==> src/rtl/multicycle_ctrl_fsm.sv <==
// ============================================================================
// Module   : multicycle_ctrl_fsm
// Purpose  : Multicycle control unit for the RV64 datapath. Decodes the
//            instruction register and drives every datapath control flag,
//            waits on variable-latency instruction/data memory with a bounded
//            timeout, evaluates beq/bne, and parks in a sticky TRAP state on
//            illegal instructions or memory timeouts.
// Options  : `define CTRL_EXT_BRANCH_EN adds blt/bge (funct3 100/101) using
//            alu_less; without it those encodings trap as illegal.
// Ports    : clk, reset (async, active high)
//            instruction[31:0], alu_zero, alu_less, imem_ready, dmem_ready
//            pc_write, pc_source, alu_src_a, alu_src_b[1:0], alu_op[3:0],
//            load_aout, load_reg_a, load_reg_b, reg_write, mem_to_reg,
//            imem_req, ir_write, dmem_req, dmem_we, load_mdr,
//            trap, trap_cause[1:0] (01 illegal, 10 imem t/o, 11 dmem t/o)
// Revision : 2.0 - async reset, memory handshakes, branches, trap state
// ============================================================================
`default_nettype none

module multicycle_ctrl_fsm #(
  parameter int MEM_TIMEOUT = 15,
  parameter int CNT_W       = 4
) (
  input  logic        clk,
  input  logic        reset,
  input  logic [31:0] instruction,
  input  logic        alu_zero,
  input  logic        alu_less,
  input  logic        imem_ready,
  input  logic        dmem_ready,
  output logic        pc_write,
  output logic        pc_source,
  output logic        alu_src_a,
  output logic [1:0]  alu_src_b,
  output logic [3:0]  alu_op,
  output logic        load_aout,
  output logic        load_reg_a,
  output logic        load_reg_b,
  output logic        reg_write,
  output logic        mem_to_reg,
  output logic        imem_req,
  output logic        ir_write,
  output logic        dmem_req,
  output logic        dmem_we,
  output logic        load_mdr,
  output logic        trap,
  output logic [1:0]  trap_cause
);

  // Datapath select / ALU codes (operations package encoding)
  localparam logic       PC_ALU_OUT   = 1'b0;
  localparam logic       PC_ALU_REG   = 1'b1;
  localparam logic       ALA_PC       = 1'b0;
  localparam logic       ALA_REG_A    = 1'b1;
  localparam logic [1:0] ALB_REG_B    = 2'd0;
  localparam logic [1:0] ALB_CONST4   = 2'd1;
  localparam logic [1:0] ALB_IMM      = 2'd2;
  localparam logic [1:0] ALB_IMM2     = 2'd3;
  localparam logic       FW_ALU_OUT   = 1'b0;
  localparam logic       FW_MDR       = 1'b1;
  localparam logic [3:0] ALU_SUM      = 4'd0;
  localparam logic [3:0] ALU_SUB      = 4'd1;
  localparam logic [3:0] ALU_AND      = 4'd2;
  localparam logic [3:0] ALU_LESS     = 4'd4;
  localparam logic [3:0] ALU_SLL      = 4'd5;
  localparam logic [3:0] ALU_SRL      = 4'd6;
  localparam logic [3:0] ALU_SRA      = 4'd7;
  localparam logic [3:0] ALU_LOAD     = 4'd8;

  // Opcodes. SD and TYPE_S share one encoding.
  localparam logic [6:0] OP_LD        = 7'b0000011;
  localparam logic [6:0] OP_SD        = 7'b0100011;
  localparam logic [6:0] OP_IMM       = 7'b0010011;
  localparam logic [6:0] OP_R         = 7'b0110011;
  localparam logic [6:0] OP_U         = 7'b0110111;
  localparam logic [6:0] OP_SB        = 7'b1100011;
  localparam logic [6:0] F7_SRAI      = 7'b0100000;

  localparam logic [1:0] CAUSE_ILL    = 2'b01;
  localparam logic [1:0] CAUSE_IMEM   = 2'b10;
  localparam logic [1:0] CAUSE_DMEM   = 2'b11;

  typedef enum logic [3:0] {
    S_IDLE, S_FETCH, S_DECODE, S_MEM_ADDR, S_MEM_LD, S_MEM_SD, S_WB_LD,
    S_EXEC_R, S_EXEC_I, S_EXEC_U, S_ALU_WB, S_BRANCH, S_TRAP
  } state_t;

  state_t           state, state_next;
  logic [CNT_W-1:0] wait_cnt, wait_cnt_next;
  logic [1:0]       cause_next;
  logic             timed_out;

  wire [6:0] opcode = instruction[6:0];
  wire [2:0] funct3 = instruction[14:12];
  wire [6:0] funct7 = instruction[31:25];

  // Register fields are consumed by the datapath, not by control.
`ifdef CTRL_EXT_BRANCH_EN
  wire unused_bits = ^{instruction[24:15], instruction[11:7]};
`else
  wire unused_bits = ^{instruction[24:15], instruction[11:7], alu_less};
`endif

  assign timed_out = (wait_cnt == CNT_W'(MEM_TIMEOUT));

  always_ff @(posedge clk or posedge reset) begin
    if (reset) begin
      state      <= S_IDLE;
      wait_cnt   <= '0;
      trap_cause <= 2'b00;
    end else begin
      state      <= state_next;
      wait_cnt   <= wait_cnt_next;
      trap_cause <= cause_next;
    end
  end

  always_comb begin
    state_next    = state;
    cause_next    = trap_cause;
    wait_cnt_next = '0;  // any exit from a wait state clears the counter
    pc_write      = 1'b0;
    pc_source     = PC_ALU_OUT;
    alu_src_a     = ALA_PC;
    alu_src_b     = ALB_REG_B;
    alu_op        = ALU_SUM;
    load_aout     = 1'b0;
    load_reg_a    = 1'b0;
    load_reg_b    = 1'b0;
    reg_write     = 1'b0;
    mem_to_reg    = FW_ALU_OUT;
    imem_req      = 1'b0;
    ir_write      = 1'b0;
    dmem_req      = 1'b0;
    dmem_we       = 1'b0;
    load_mdr      = 1'b0;
    trap          = 1'b0;

    case (state)
      S_IDLE: state_next = S_FETCH;

      S_FETCH: begin
        imem_req  = 1'b1;
        alu_src_a = ALA_PC;
        alu_src_b = ALB_CONST4;
        if (imem_ready) begin
          ir_write   = 1'b1;
          pc_write   = 1'b1;
          pc_source  = PC_ALU_OUT;
          state_next = S_DECODE;
        end else if (timed_out) begin
          state_next = S_TRAP;
          cause_next = CAUSE_IMEM;
        end else begin
          wait_cnt_next = wait_cnt + CNT_W'(1);
        end
      end

      S_DECODE: begin
        load_reg_a = 1'b1;
        load_reg_b = 1'b1;
        load_aout  = 1'b1;
        alu_src_a  = ALA_PC;
        alu_src_b  = ALB_IMM2;
        case (opcode)
          OP_LD, OP_SD: state_next = S_MEM_ADDR;
          OP_IMM:       state_next = S_EXEC_I;
          OP_R:         state_next = S_EXEC_R;
          OP_U:         state_next = S_EXEC_U;
          OP_SB:        state_next = S_BRANCH;
          default: begin
            state_next = S_TRAP;
            cause_next = CAUSE_ILL;
          end
        endcase
      end

      S_MEM_ADDR: begin
        alu_src_a  = ALA_REG_A;
        alu_src_b  = ALB_IMM;
        load_aout  = 1'b1;
        state_next = (opcode == OP_LD) ? S_MEM_LD : S_MEM_SD;
      end

      S_MEM_LD, S_MEM_SD: begin
        dmem_req = 1'b1;
        dmem_we  = (state == S_MEM_SD);
        if (dmem_ready) begin
          load_mdr   = (state == S_MEM_LD);
          state_next = (state == S_MEM_LD) ? S_WB_LD : S_FETCH;
        end else if (timed_out) begin
          state_next = S_TRAP;
          cause_next = CAUSE_DMEM;
        end else begin
          wait_cnt_next = wait_cnt + CNT_W'(1);
        end
      end

      S_WB_LD: begin
        reg_write  = 1'b1;
        mem_to_reg = FW_MDR;
        state_next = S_FETCH;
      end

      S_EXEC_R: begin
        alu_src_a  = ALA_REG_A;
        alu_src_b  = ALB_REG_B;
        load_aout  = 1'b1;
        state_next = S_ALU_WB;
        case (funct3)
          3'b000:  alu_op = funct7[5] ? ALU_SUB : ALU_SUM;
          3'b001:  alu_op = ALU_SLL;
          3'b111:  alu_op = ALU_AND;
          default: begin
            state_next = S_TRAP;
            cause_next = CAUSE_ILL;
          end
        endcase
      end

      S_EXEC_I: begin
        alu_src_a  = ALA_REG_A;
        alu_src_b  = ALB_IMM;
        load_aout  = 1'b1;
        state_next = S_ALU_WB;
        case (funct3)
          3'b000:  alu_op = ALU_SUM;
          3'b001:  alu_op = ALU_SLL;
          3'b010:  alu_op = ALU_LESS;
          3'b101:  alu_op = (funct7 == F7_SRAI) ? ALU_SRA : ALU_SRL;
          default: begin
            state_next = S_TRAP;
            cause_next = CAUSE_ILL;
          end
        endcase
      end

      S_EXEC_U: begin
        alu_src_a  = ALA_REG_A;
        alu_src_b  = ALB_IMM;
        alu_op     = ALU_LOAD;
        load_aout  = 1'b1;
        state_next = S_ALU_WB;
      end

      S_ALU_WB: begin
        reg_write  = 1'b1;
        mem_to_reg = FW_ALU_OUT;
        state_next = S_FETCH;
      end

      S_BRANCH: begin
        alu_src_a  = ALA_REG_A;
        alu_src_b  = ALB_REG_B;
        alu_op     = ALU_SUB;
        pc_source  = PC_ALU_REG;
        state_next = S_FETCH;
        case (funct3)
          3'b000:  pc_write = alu_zero;
          3'b001:  pc_write = ~alu_zero;
`ifdef CTRL_EXT_BRANCH_EN
          3'b100:  pc_write = alu_less;
          3'b101:  pc_write = ~alu_less;
`endif
          default: begin
            state_next = S_TRAP;
            cause_next = CAUSE_ILL;
          end
        endcase
      end

      S_TRAP: trap = 1'b1;  // only reset leaves this state

      default: state_next = S_IDLE;
    endcase
  end

endmodule

`default_nettype wire

==> config.mk <==
export PLATFORM = sky130hd
export DESIGN_NAME = multicycle_ctrl_fsm
export DESIGN_NICKNAME = d
export VERILOG_FILES = /design/src/rtl/multicycle_ctrl_fsm.sv
export SDC_FILE = /design/constraint.sdc
export NUM_CORES = 1
export LEC_CHECK = 0
export ABC_AREA = 1
export CORE_UTILIZATION = 35
export CTS_CLUSTER_SIZE = 30
export DETAILED_ROUTE_END_ITERATION = 10
export DONT_BUFFER_PORTS = 1
export SYNTH_ARGS = -nofsm -noshare
export SYNTH_HDL_FRONTEND = slang
export SYNTH_SLANG_ARGS = --single-unit
==> constraint.sdc <==
create_clock -name clk -period 2.3 [get_ports clk]
set_input_delay 0.69 -clock clk [delete_from_list [all_inputs] [get_ports clk]]
set_output_delay 0.69 -clock clk [all_outputs]
set_load 0.02 [all_outputs]
# [Word-level counts from Yosys, hierarchy flattened]
# Cells that the tools add are included.
[totals] register_bits=10 word_cells=97
[classes] n_addsub=1 eq_ne=32 n_mux=45 n_bitwise=1 reduce_logical=15
[ops] op="4-bit case mux with 10 select lines" count=1
[ops] op="7-bit by 6-bit == test with 1-bit output, second input constant" count=4
[ops] op="4-bit two-way mux" count=7
[ops] op="4-bit == test, second input constant" count=6
[ops] op="4-bit case mux with 5 select lines" count=1
[ops] op="3-bit case mux with 3 select lines" count=2
[ops] op="1-bit two-way mux" count=17
[ops] op="4-bit by 3-bit == test with 1-bit output, second input constant" count=4
[ops] op="2-bit two-way mux" count=8
[ops] op="2-bit != test, second input constant" count=8
[ops] op="4-bit case mux with 4 select lines" count=1
[ops] op="2-bit case mux with 6 select lines" count=1
[ops] op="5-bit OR reduction" count=2
[ops] op="3-bit two-way mux" count=3
[ops] op="9-bit AND reduction" count=1
[ops] op="3-bit OR reduction" count=3
[ops] op="4-bit by 2-bit == test with 1-bit output, second input constant" count=2
[ops] op="4-bit case mux with 2 select lines" count=1
[ops] op="2-bit OR reduction" count=4
[ops] op="7-bit by 2-bit == test with 1-bit output, second input constant" count=1
[ops] op="7-bit by 5-bit == test with 1-bit output, second input constant" count=1
[ops] op="7-bit == test, second input constant" count=1
[ops] op="3-bit == test, second input constant" count=2
[ops] op="2-bit case mux with 3 select lines" count=1
[ops] op="other kinds (11)" count=12

# [Logic depth before layout (Yosys ltp)]
[depth] word_depth=4 depth_mapped=11

# [Least setup slack after synthesis]
# Ideal clock, no wire load.
[synth_path] path_kind="input -> output" start="input port instruction[13]" end="output port pc_write" arrival_ns=1.520 required_ns=1.610 slack_ns=0.090 cell_stages=7 n_path_buf=0 cell_sequence="inv_1 nand2_1 inv_1 nand2_1 nand2_1 nand2_1 o21ai_0"
[synth_between] elab_chain_cells=3 word_cells_on_any_way=4
[synth_lines] element="from (decl)" line="26" source="input logic [31:0] instruction,"
[synth_lines] element="3-bit by 1-bit == test with 1-bit output / 3-bit logical NOT (equally long branches)" line="258" source="case (funct3)"
[synth_lines] element="1-bit case mux with 2 select lines *" line="258"
[synth_lines] element="1-bit case mux with 2 select lines *" line="139" source="case (state)"
[synth_lines] element="to (decl)" line="31" source="output logic pc_write,"
# Mark *: on every way between the ends. The rest lies on a longest branch, timed or not.

# [Worst setup path in the final report]
[layout_path] start="register state[2]" end="output port alu_op[1]"
[layout_between] elab_chain_cells=2 word_cells_on_any_way=5
[layout_lines] element="from (decl)" line="88" source="state_t state, state_next;"
[layout_lines] element="from (signal assigned)" line="112" source="state <= state_next;"
[layout_lines] element="4-bit == test / 4-bit by 3-bit == test with 1-bit output (equally long branches)" line="139"
[layout_lines] element="4-bit case mux with 4 select lines *" line="139"
[layout_lines] element="to (decl)" line="35" source="output logic [3:0] alu_op,"
# Marks and branches as above.

==> results.cfg <==
[power_and_ir_drop]
power_uw = 1310
internal-power_uw = 584
vdd_ir_drop_max_mv = 0.611
p_per_area_mw_per_mm2 = 1140
power_frac_seq_pct = 24.3
power_switching_uw = 721
leakagePower_uw = 0.000631
switching_share_pct = 55.2
p_clk_share_pct = 11.6
combPwrFrac_pct = 64.1

[critical_path]
reg2reg_depth = 11
cp.arrival_ps = 1510
reg2reg_to = trap_cause[1]$_DFFE_PP0P_
rrSetupSlack_ps = 650
cp-start-kind = flop
required_ps = 1610
worstSetupPathType = reg -> out
critPathMaxFanout = 6
rr_startpoint = state[0]$_DFFE_PP0N_
crit_path_end_kind = primary output

[synth]
synth-warning-count = 0
yosysUniqueCellTypes = 26
netlist.area_leader.share_pct = 25.4
synth_top_family_by_area = simple AND/OR/NAND/NOR gates
yosys-top-cells-area = dfrtp_1 25%, nand2_1 18%, inv_1 12%
yosys.area_share.adder_pct = 1.27
synth_nets = 209
synth_xor_area_share_pct = 0
yosys.area.top_type = dfrtp_1
avgSynthCellArea_um2 = 5.78
syn_area_um2 = 983
synth.area.mux_share_pct = 0
synth_compound_area_share_pct = 10.8
seq_area_frac_synth_pct = 25.4
yosys.area_share.simple_pct = 49.1
syn_inst = 170
synth-seq-cells = 10

[global_routing]
grt_pass1_wl_um = 4130
grt_max_degree = 11
grtUsageTotal_pct = 18.7
grt_pass1_vias = 972
antenna_found_initial = 0
gr-total-overflow = 0

[drt]
first_pass_iters = 4
routed_wl_um = 2620
via_per_inst = 5.26
vias = 1126
avgRoutedWirePerCell_um = 12.2
ant_nets = 0
drc_errors = 0
drtIter0Drc = 31

[place]
dpl.hpwl_um = 2210
io_buffers = 0
dp_cells = 208
gp_congestion = 0.900
post-place-ws_ps = 229

[sta]
setup_viol = 0
period_share_pct = 95.7
setup-tns-final_ps = 0
max_slew_margin_pct = 69.3
skew_ps = 2.18
final.min_clock_period_ps = 2200
maxSlewViolCount = 0
hold_viol_final = 0
final.setup.worst_slack_ps = 98.1
max_freq_ghz = 0.454
worst_slew_pin_slew_ps = 457

[clocking]
clkSinkCount = 10
cts.path.max_buffers = 2
cts_hold_buf = 0
cts_tree = built
cts_buffers = 3
cts.clk_slew.worst_paths_ps = 60
clkLatencyLatePin_ps = 250
cts_root_buf = clkbuf_4
cts-htree-levels = 1

[layout]
num_antenna_cells = 0
fill_cells = 287
final_cells = 214
final_net_count = 224
layout-drive-gt1-share_pct = 14.7
area_growth_pct = 16.8
multiInputGateArea_um2 = 617
ff_latch_area_um2 = 251

[hold_path]
holdCritPathClass = in -> async

[die]
core_mm2 = 0.00257
num_rows = 18
die_w_um = 55.0
die_h_um = 55.0
initial_core_util_pct = 38.3
io_pins = 60
dieArea_mm2 = 0.00303

[run_status]
status = finished clean

[run]
drv_cap = 0
[registers in the layout (all words and copies together) (netlist names)]
name	flops
trap_cause	2
wait_cnt	4
state	4
[final cells by class]
| cell class | instances | share of cell area [%] |
|---|---|---|
| Clock buffer | 4 | 3.16 |
| Inverter | 33 | 10.8 |
| Multi-Input combinational cell | 126 | 53.7 |
| Sequential cell | 10 | 21.9 |
| Tap cell | 30 | 3.27 |
| Timing Repair Buffer | 11 | 7.19 |
[kinds of logic after synthesis]
family | Yosys count
simple gates | 108
buf+inv | 34
compound gates | 17
flops | 10
fa+ha+maj | 1
[power groups by stage]
stage / combinational (uW) / clock, uW / sequential (uW)
floorplan: 603 / 0 / 300
global placement: 768 / 0 / 317
detailed placement: 782 / 0 / 317
CTS: 785 / 156 / 314
global route: 931 / 163 / 328
finish: 837 / 151 / 317
[routing by layer]
metal	routed length, um	GRT usage, %	up-vias	part of all wire, %
met5	0	0	-	0
met4	0	1.25	0	0
met3	190	4.10	0	7.3
met2	1240	31.1	36	47
met1	1190	25.6	512	45
li1	-	-	578	-
[what timing repair did]
action | CTS | global route
setup buffers | 0 | 2
setup endpoints to repair | 0 | 4
resized for setup | 0 | 6
[worst max-delay path: stages, from the launching register on]
cell and delay [ps]:
dfrtp_1 400, inv_1 110, nand2_2 130, inv_1 120, nand2_1 80, o32ai_1 230, buf_4 190
[metrics by stage]
| step | instance area (um^2) | hold WS [ps] | util (%) |
|---|---|---|---|
| 2_1_floorplan | 983 | 432 | - |
| 3_3_place_gp | 1080 | 452 | 42.1 |
| 3_5_place_dp | 1080 | 459 | 42.1 |
| 4_1_cts | 1120 | 297 | 43.5 |
| 5_1_grt | 1150 | 315 | 44.7 |
| 6_report | 1150 | 290 | 44.7 |
[synth_stat cells]
| master | instances |
|---|---|
| a21oi_1 | 2 |
| a41oi_1 | 1 |
| and3_1 | 2 |
| buf_4 | 1 |
| dfrtp_1 | 10 |
| ha_1 | 1 |
| inv_1 | 32 |
| inv_2 | 1 |
| nand2_1 | 47 |
| nand3_1 | 15 |
| nand3_2 | 1 |
| nand4_1 | 5 |
| nor2_1 | 22 |
| nor2_2 | 4 |
| nor2_4 | 1 |
| nor3_1 | 9 |
| nor3b_1 | 1 |
| nor4_1 | 1 |
| o2111ai_1 | 1 |
| o211ai_1 | 1 |
| o21a_1 | 1 |
| o21ai_0 | 7 |
| o21ai_1 | 1 |
| o221ai_1 | 1 |
| o22ai_1 | 1 |
| o32ai_1 | 1 |
[how the worst max path moves through the flow]
stage | from | end | slack (ps)
final | state[2]$_DFFE_PP0N_ | alu_op[1] | 100
after global routing | state[0]$_DFFE_PP0N_ | alu_op[2] | -10
after detailed placement | instruction[13] | pc_write | 230
after floorplan | instruction[13] | pc_write | 90
after global placement | instruction[13] | pc_write | 240
after CTS | state[2]$_DFFE_PP0N_ | alu_op[1] | 30
[placed cells by master (no fill, tap or decap), types with 3 or more instances in the layout]
master,synthesis,layout
inv_1,32,32
buf_4,1,11
nor2_2,4,5
nor2_1,22,20
nand2_1,47,45
dfrtp_1,10,9
clkbuf_4,0,3
nand4_1,5,5
nor3_1,9,9
o21ai_0,7,7
nand3_1,15,15
No activity file was read; power rests on OpenSTA's default activity.
